--- src/rtl/lsu_align.sv ---
`default_nettype none
// ============================================================================
// lsu_align : load/store alignment unit in front of data_mem. Word-crossing
//             accesses are split over two cycles when LSU_MISALIGN_EN is
//             defined; otherwise they are suppressed and flagged.
// Revision  : 1.0
// ============================================================================

module lsu_align #(
  parameter int ADDR_WIDTH = 32,
  parameter int DATA_WIDTH = 32
) (
  input  logic                  clk,
  input  logic                  reset,
  input  logic                  mem_req,
  input  logic                  mem_we,
  input  logic [2:0]            funct3,
  input  logic [ADDR_WIDTH-1:0] addr,
  input  logic [DATA_WIDTH-1:0] wdata,
  output logic [DATA_WIDTH-1:0] rdata,
  output logic                  stall,
  output logic                  misalign_err,
  output logic                  dm_wr_en,
  output logic [2:0]            dm_funct3,
  output logic [ADDR_WIDTH-1:0] dm_addr,
  output logic [DATA_WIDTH-1:0] dm_wr_data,
  input  logic [DATA_WIDTH-1:0] dm_rd_data
);

  logic [1:0] off;
  logic       supported;
  logic       spanning;
  logic       pass_we;

  assign off = addr[1:0];

  always_comb begin
    case (funct3)
      3'b000, 3'b001, 3'b010, 3'b100, 3'b101: supported = 1'b1;
      default:                                supported = 1'b0;
    endcase
  end

  // A byte never spans; a half spans only from offset 3.
  assign spanning = mem_req & supported &
                    (((funct3[1:0] == 2'b10) & (off != 2'd0)) |
                     ((funct3[1:0] == 2'b01) & (off == 2'd3)));
  assign pass_we  = mem_req & mem_we & supported & ~reset;

`ifdef LSU_MISALIGN_EN
  typedef enum logic [0:0] {
    S_IDLE   = 1'b0,
    S_SECOND = 1'b1
  } state_t;

  state_t                state_q, state_d;
  logic [ADDR_WIDTH-1:0] sh_addr_q, sh_addr_d;
  logic [2:0]            sh_funct3_q, sh_funct3_d;
  logic                  sh_we_q, sh_we_d;
  logic [DATA_WIDTH-1:0] sh_wdata_q, sh_wdata_d;
  logic [DATA_WIDTH-1:0] lo_buf_q, lo_buf_d;
  logic [ADDR_WIDTH-3:0] sh_word_nxt;
  logic [1:0]            sh_off, lo_cnt, hi_cnt;
  logic [DATA_WIDTH-1:0] mask_lo, mask_hi, merged;
  logic                  first_half;

  assign first_half  = (state_q == S_IDLE) & spanning;
  assign sh_word_nxt = sh_addr_q[ADDR_WIDTH-1:2] + {{(ADDR_WIDTH-3){1'b0}}, 1'b1};
  assign sh_off      = sh_addr_q[1:0];
  assign lo_cnt      = 2'd0 - sh_off;  // bytes taken from the first word (4 - o)
  assign hi_cnt      = (sh_funct3_q[1:0] == 2'b10) ? sh_off : 2'd1;
  assign mask_lo     = {DATA_WIDTH{1'b1}} << {off, 3'b000};
  assign mask_hi     = ~({DATA_WIDTH{1'b1}} << {hi_cnt, 3'b000});
  assign merged      = lo_buf_q | (dm_rd_data << {lo_cnt, 3'b000});

  always_ff @(posedge clk or posedge reset) begin
    if (reset) begin
      state_q     <= S_IDLE;
      sh_addr_q   <= '0;
      sh_funct3_q <= '0;
      sh_we_q     <= 1'b0;
      sh_wdata_q  <= '0;
      lo_buf_q    <= '0;
    end else begin
      state_q     <= state_d;
      sh_addr_q   <= sh_addr_d;
      sh_funct3_q <= sh_funct3_d;
      sh_we_q     <= sh_we_d;
      sh_wdata_q  <= sh_wdata_d;
      lo_buf_q    <= lo_buf_d;
    end
  end

  // Address/control path; kept apart from the data path because dm_rd_data
  // is combinational from dm_addr.
  always_comb begin
    state_d     = state_q;
    sh_addr_d   = sh_addr_q;
    sh_funct3_d = sh_funct3_q;
    sh_we_d     = sh_we_q;
    sh_wdata_d  = sh_wdata_q;
    dm_addr     = addr;
    dm_funct3   = funct3;
    stall       = 1'b0;
    case (state_q)
      S_IDLE: begin
        if (spanning) begin
          state_d     = S_SECOND;
          sh_addr_d   = addr;
          sh_funct3_d = funct3;
          sh_we_d     = mem_we;
          sh_wdata_d  = wdata;
          stall       = ~reset;
          dm_addr     = {addr[ADDR_WIDTH-1:2], 2'b00};
          dm_funct3   = 3'b010;
        end
      end
      S_SECOND: begin
        state_d   = S_IDLE;
        dm_addr   = {sh_word_nxt, 2'b00};
        dm_funct3 = 3'b010;
      end
      default: state_d = S_IDLE;
    endcase
  end

  always_comb begin
    lo_buf_d   = lo_buf_q;
    dm_wr_data = wdata;
    dm_wr_en   = pass_we;
    rdata      = dm_rd_data;
    if (state_q == S_SECOND) begin
      dm_wr_en   = sh_we_q & ~reset;
      dm_wr_data = (dm_rd_data & ~mask_hi) |
                   ((sh_wdata_q >> {lo_cnt, 3'b000}) & mask_hi);
      if (sh_funct3_q[1:0] == 2'b01)
        rdata = {{16{merged[15] & ~sh_funct3_q[2]}}, merged[15:0]};
      else
        rdata = merged;
    end else if (first_half) begin
      dm_wr_en   = mem_we & ~reset;
      dm_wr_data = (dm_rd_data & ~mask_lo) | ((wdata << {off, 3'b000}) & mask_lo);
      if (!mem_we)
        lo_buf_d = dm_rd_data >> {off, 3'b000};
    end
  end

  assign misalign_err = 1'b0;

`else
  logic misalign_q, misalign_d;

  assign misalign_d = misalign_q | spanning;

  always_ff @(posedge clk or posedge reset) begin
    if (reset) misalign_q <= 1'b0;
    else       misalign_q <= misalign_d;
  end

  always_comb begin
    dm_addr    = addr;
    dm_funct3  = funct3;
    dm_wr_data = wdata;
    stall      = 1'b0;
    dm_wr_en   = pass_we & ~spanning;
    rdata      = spanning ? '0 : dm_rd_data;
  end

  assign misalign_err = misalign_q;
`endif

endmodule

`default_nettype wire

--- config.mk ---
export PLATFORM = sky130hd
export DESIGN_NAME = lsu_align
export DESIGN_NICKNAME = d
export VERILOG_FILES = /design/src/rtl/lsu_align.sv
export SDC_FILE = /design/constraint.sdc
export NUM_CORES = 1
export LEC_CHECK = 0
export CAP_MARGIN = 20
export CORE_AREA = 2 2 79 81
export DETAILED_ROUTE_END_ITERATION = 6
export DIE_AREA = 0 0 81 83
export PLACE_DENSITY = 0.83
export SLEW_MARGIN = 40
export SYNTH_ARGS = -nofsm -noshare
export SYNTH_HDL_FRONTEND = slang
export SYNTH_SLANG_ARGS = --single-unit
--- constraint.sdc ---
create_clock -name clk -period 2 [get_ports clk]
set_clock_uncertainty 0.1 [all_clocks]
set_input_delay 0.6 -clock clk [delete_from_list [all_inputs] [get_ports clk]]
set_output_delay 0.6 -clock clk [all_outputs]
set_load 0.01 [all_outputs]
==> summary.md <==
| Metric | Value |
|---|---|
| Hold Path Depth | `1` |
| Syn_nets | `218` |
| Commonest non-fill, non-tap cell in the layout | `buf_6` |
| Largest net degree at the start of global routing | `10` |
| Site Rows | `28` |
| NumNets Final | `238` |
| Post-Syn Area | `roughly 870 µm²` |
| Fin. Hold Viols | `0` |
| Setup TNS | `-8.76 ns` |
| Drt total wl | `2890 µm` |
| Iter 0 DRT Violations | `6` |
| Post-Route Utilization | `25.5%` |
| Reg2reg path depth | `1` |
| Mean routed wirelength per cell | `13.9 µm` |
| Hpwl dp | `between 1500 and 2000 µm` |
| ANT cells | `0` |
| GP Congestion | `0.656` |
| DRT Pass-1 Iters | `2` |
| LEAKAGE | `0.000685 µW` |
| Post-DRT Antenna Nets | `0` |
| Effective utilization at floorplan | `14.9%` |
| Die Y | `slightly above 80 µm` |
| Crit path max fanout | `8` |
| First-pass GRT wire length | `just over 4000 µm` |
| Residual DRC | `0` |
| CP startpoint kind | `input pin` |
| Synth unique cells | `15` |
| Period minus WS final | `2.33 ns` |
| Highest-count cells in the layout ignoring fill and taps | `buf_6, clkdlybuf4s50_1, and2_4` |
| Dpl cells | `204` |
| Grt ovf | `0` |
| Core box area | `5820 µm²` |
| Gr usage total | `7.80%` |
| Vias in the first global route | `790` |
| Clock network power share | `0%` |
| Total die area | `6720 µm²` |
| Switching part of the total power | `28.6%` |
| Clock Pin Slew Worst Setup and Hold Paths | `0 ns` |
| Status | `complete, but fails checks` |
| Initial antenna violation count | `0` |
| Fraction of layout cells with a size suffix above 1 | `64.7%` |
| Max Clock Freq | `0.430 GHz` |
| Logic pwr share | `94.0%` |
| Mapped Cells | `~120` |
| Avg Cell Area, Syn | `7.55 µm²` |
| RSZ-0062 raised after global routing | `true` |
| Vias per std cell | `3.51` |
| Req. time, crit path | `1.30 ns` |
| Count of warnings emitted by yosys | `0` |
| Psw | `103 µW` |
| Total power | `359 µW` |
| IO Port Bufs | `79` |
| Sequential power share | `6.0%` |
| Crit Path Class | `in2out` |
| Register bit count reported by yosys | `1` |
| Min Hold Slack | `around 0.35 ns` |
| Final period util | `116%` |
| Failing checks | `setup timing` |
| # IOs | `between 200 and 250` |
| Worst VDD drop | `0.0728 mV` |
| Post-CTS Hold Buffers | `0` |
| CP endpoint kind | `output port` |
| Max reg flops | `1` |
| Fin. max-slew vios | `0` |
| Worst-Skew Late Latency | `0 ns` |
| Final setup violation count | `33` |
| Cell Pwr Density | `243 nW/µm²` |
| Via count | `730` |
| Part of the Yosys area used for sequential elements | `2.88%` |
| Layout Cells excl Fill | `208` |
| Max-cap violations | `0` |
| Worst Path Arrival | `1.63 ns` |
| Final setup margin | `-0.327 ns` |
| P_int | `~260 µW` |
| Worst hold path type | `reg2reg` |
| Die width | `81 µm` |
| Area grow syn2layout | `70.6%` |
[worst paths after layout]
check | startpoint | end | slack, ns
max | funct3[0] | rdata[7] | -0.33
min | misalign_err$_DFF_PP0_ | misalign_err$_DFF_PP0_ | 0.35
max reg2reg | misalign_err$_DFF_PP0_ | misalign_err$_DFF_PP0_ | 1.21
min reg2reg | misalign_err$_DFF_PP0_ | misalign_err$_DFF_PP0_ | 0.35
max in group asynchronous | reset | misalign_err$_DFF_PP0_ | 0.95
min in group asynchronous | reset | misalign_err$_DFF_PP0_ | 0.77
[worst max-delay path, stage by stage]
cell,delay (ns)
buf_6,0.09
and4b_1,0.22
a2bb2oi_4,0.19
buf_6,0.16
buf_16,0.12
and2_4,0.14
buf_6,0.09
[cell usage after synthesis (all sizes together)]
cell | count | area, µm²
inv | 1 | 3.75
and4b | 1 | 10.0
buf | 68 | 510
a2bb2oi | 1 | 15.0
nand4bb | 1 | 11.3
nor2 | 1 | 3.75
conb | 1 | 3.75
clkbuf | 3 | 15.0
and2 | 32 | 235
dfrtp | 1 | 25.0
o2111a | 1 | 11.3
or3 | 1 | 6.26
or2b | 1 | 7.51
a21oi | 2 | 10.0
[kinds of logic after synthesis]
group	Yosys count	synth area share, %
buffers and inverters	72	61.0
AND/OR/NAND/NOR	37	31.6
AO/OA/AOI/OAI	4	4.18
flip-flops	1	2.88
other	1	0.432
[area by class of cell]
cell class | count | area [µm²]
timing repair buffer | 89 | 961
multi-input combinational | 42 | 398
fill | 638 | 4330
sequential | 1 | 25.0
inverter | 1 | 3.75
tap | 75 | 93.8
[metal layers]
layer	part of all wire, %	vias to the layer above	global-route usage, %	routed length [µm]
li1	-	322	-	-
met4	3.9	0	3.08	114
met3	12	20	2.83	359
met5	0	-	0	0
met2	51	72	14.5	1470
met1	32	316	7.59	938
[stage by stage]
stage / setup slack, ns / area (µm²)
finish: -0.327 / 1480
global route: -0.376 / 1480
CTS: -0.467 / 1510
global placement: -1.08 / 1290
floorplan: -0.0192 / 873
detailed placement: -1.12 / 1290
[timing repair]
action,4_1_cts,5_1_grt
pin swaps,27,3
endpoints found under the setup margin,39,36
cloned,3,0
gates resized for setup,232,9
setup buffers,4,1
[power groups by stage]
| stage | combinational (µW) | clock, µW | sequential, µW |
|---|---|---|---|
| 2_1_floorplan | 218 | 0 | 22.0 |
| 3_3_place_gp | 272 | 0 | 21.7 |
| 3_5_place_dp | 274 | 0 | 21.7 |
| 4_1_cts | 345 | 0 | 21.7 |
| 5_1_grt | 359 | 0 | 21.8 |
| 6_report | 338 | 0 | 21.7 |
No activity file was read; power rests on OpenSTA's default activity.
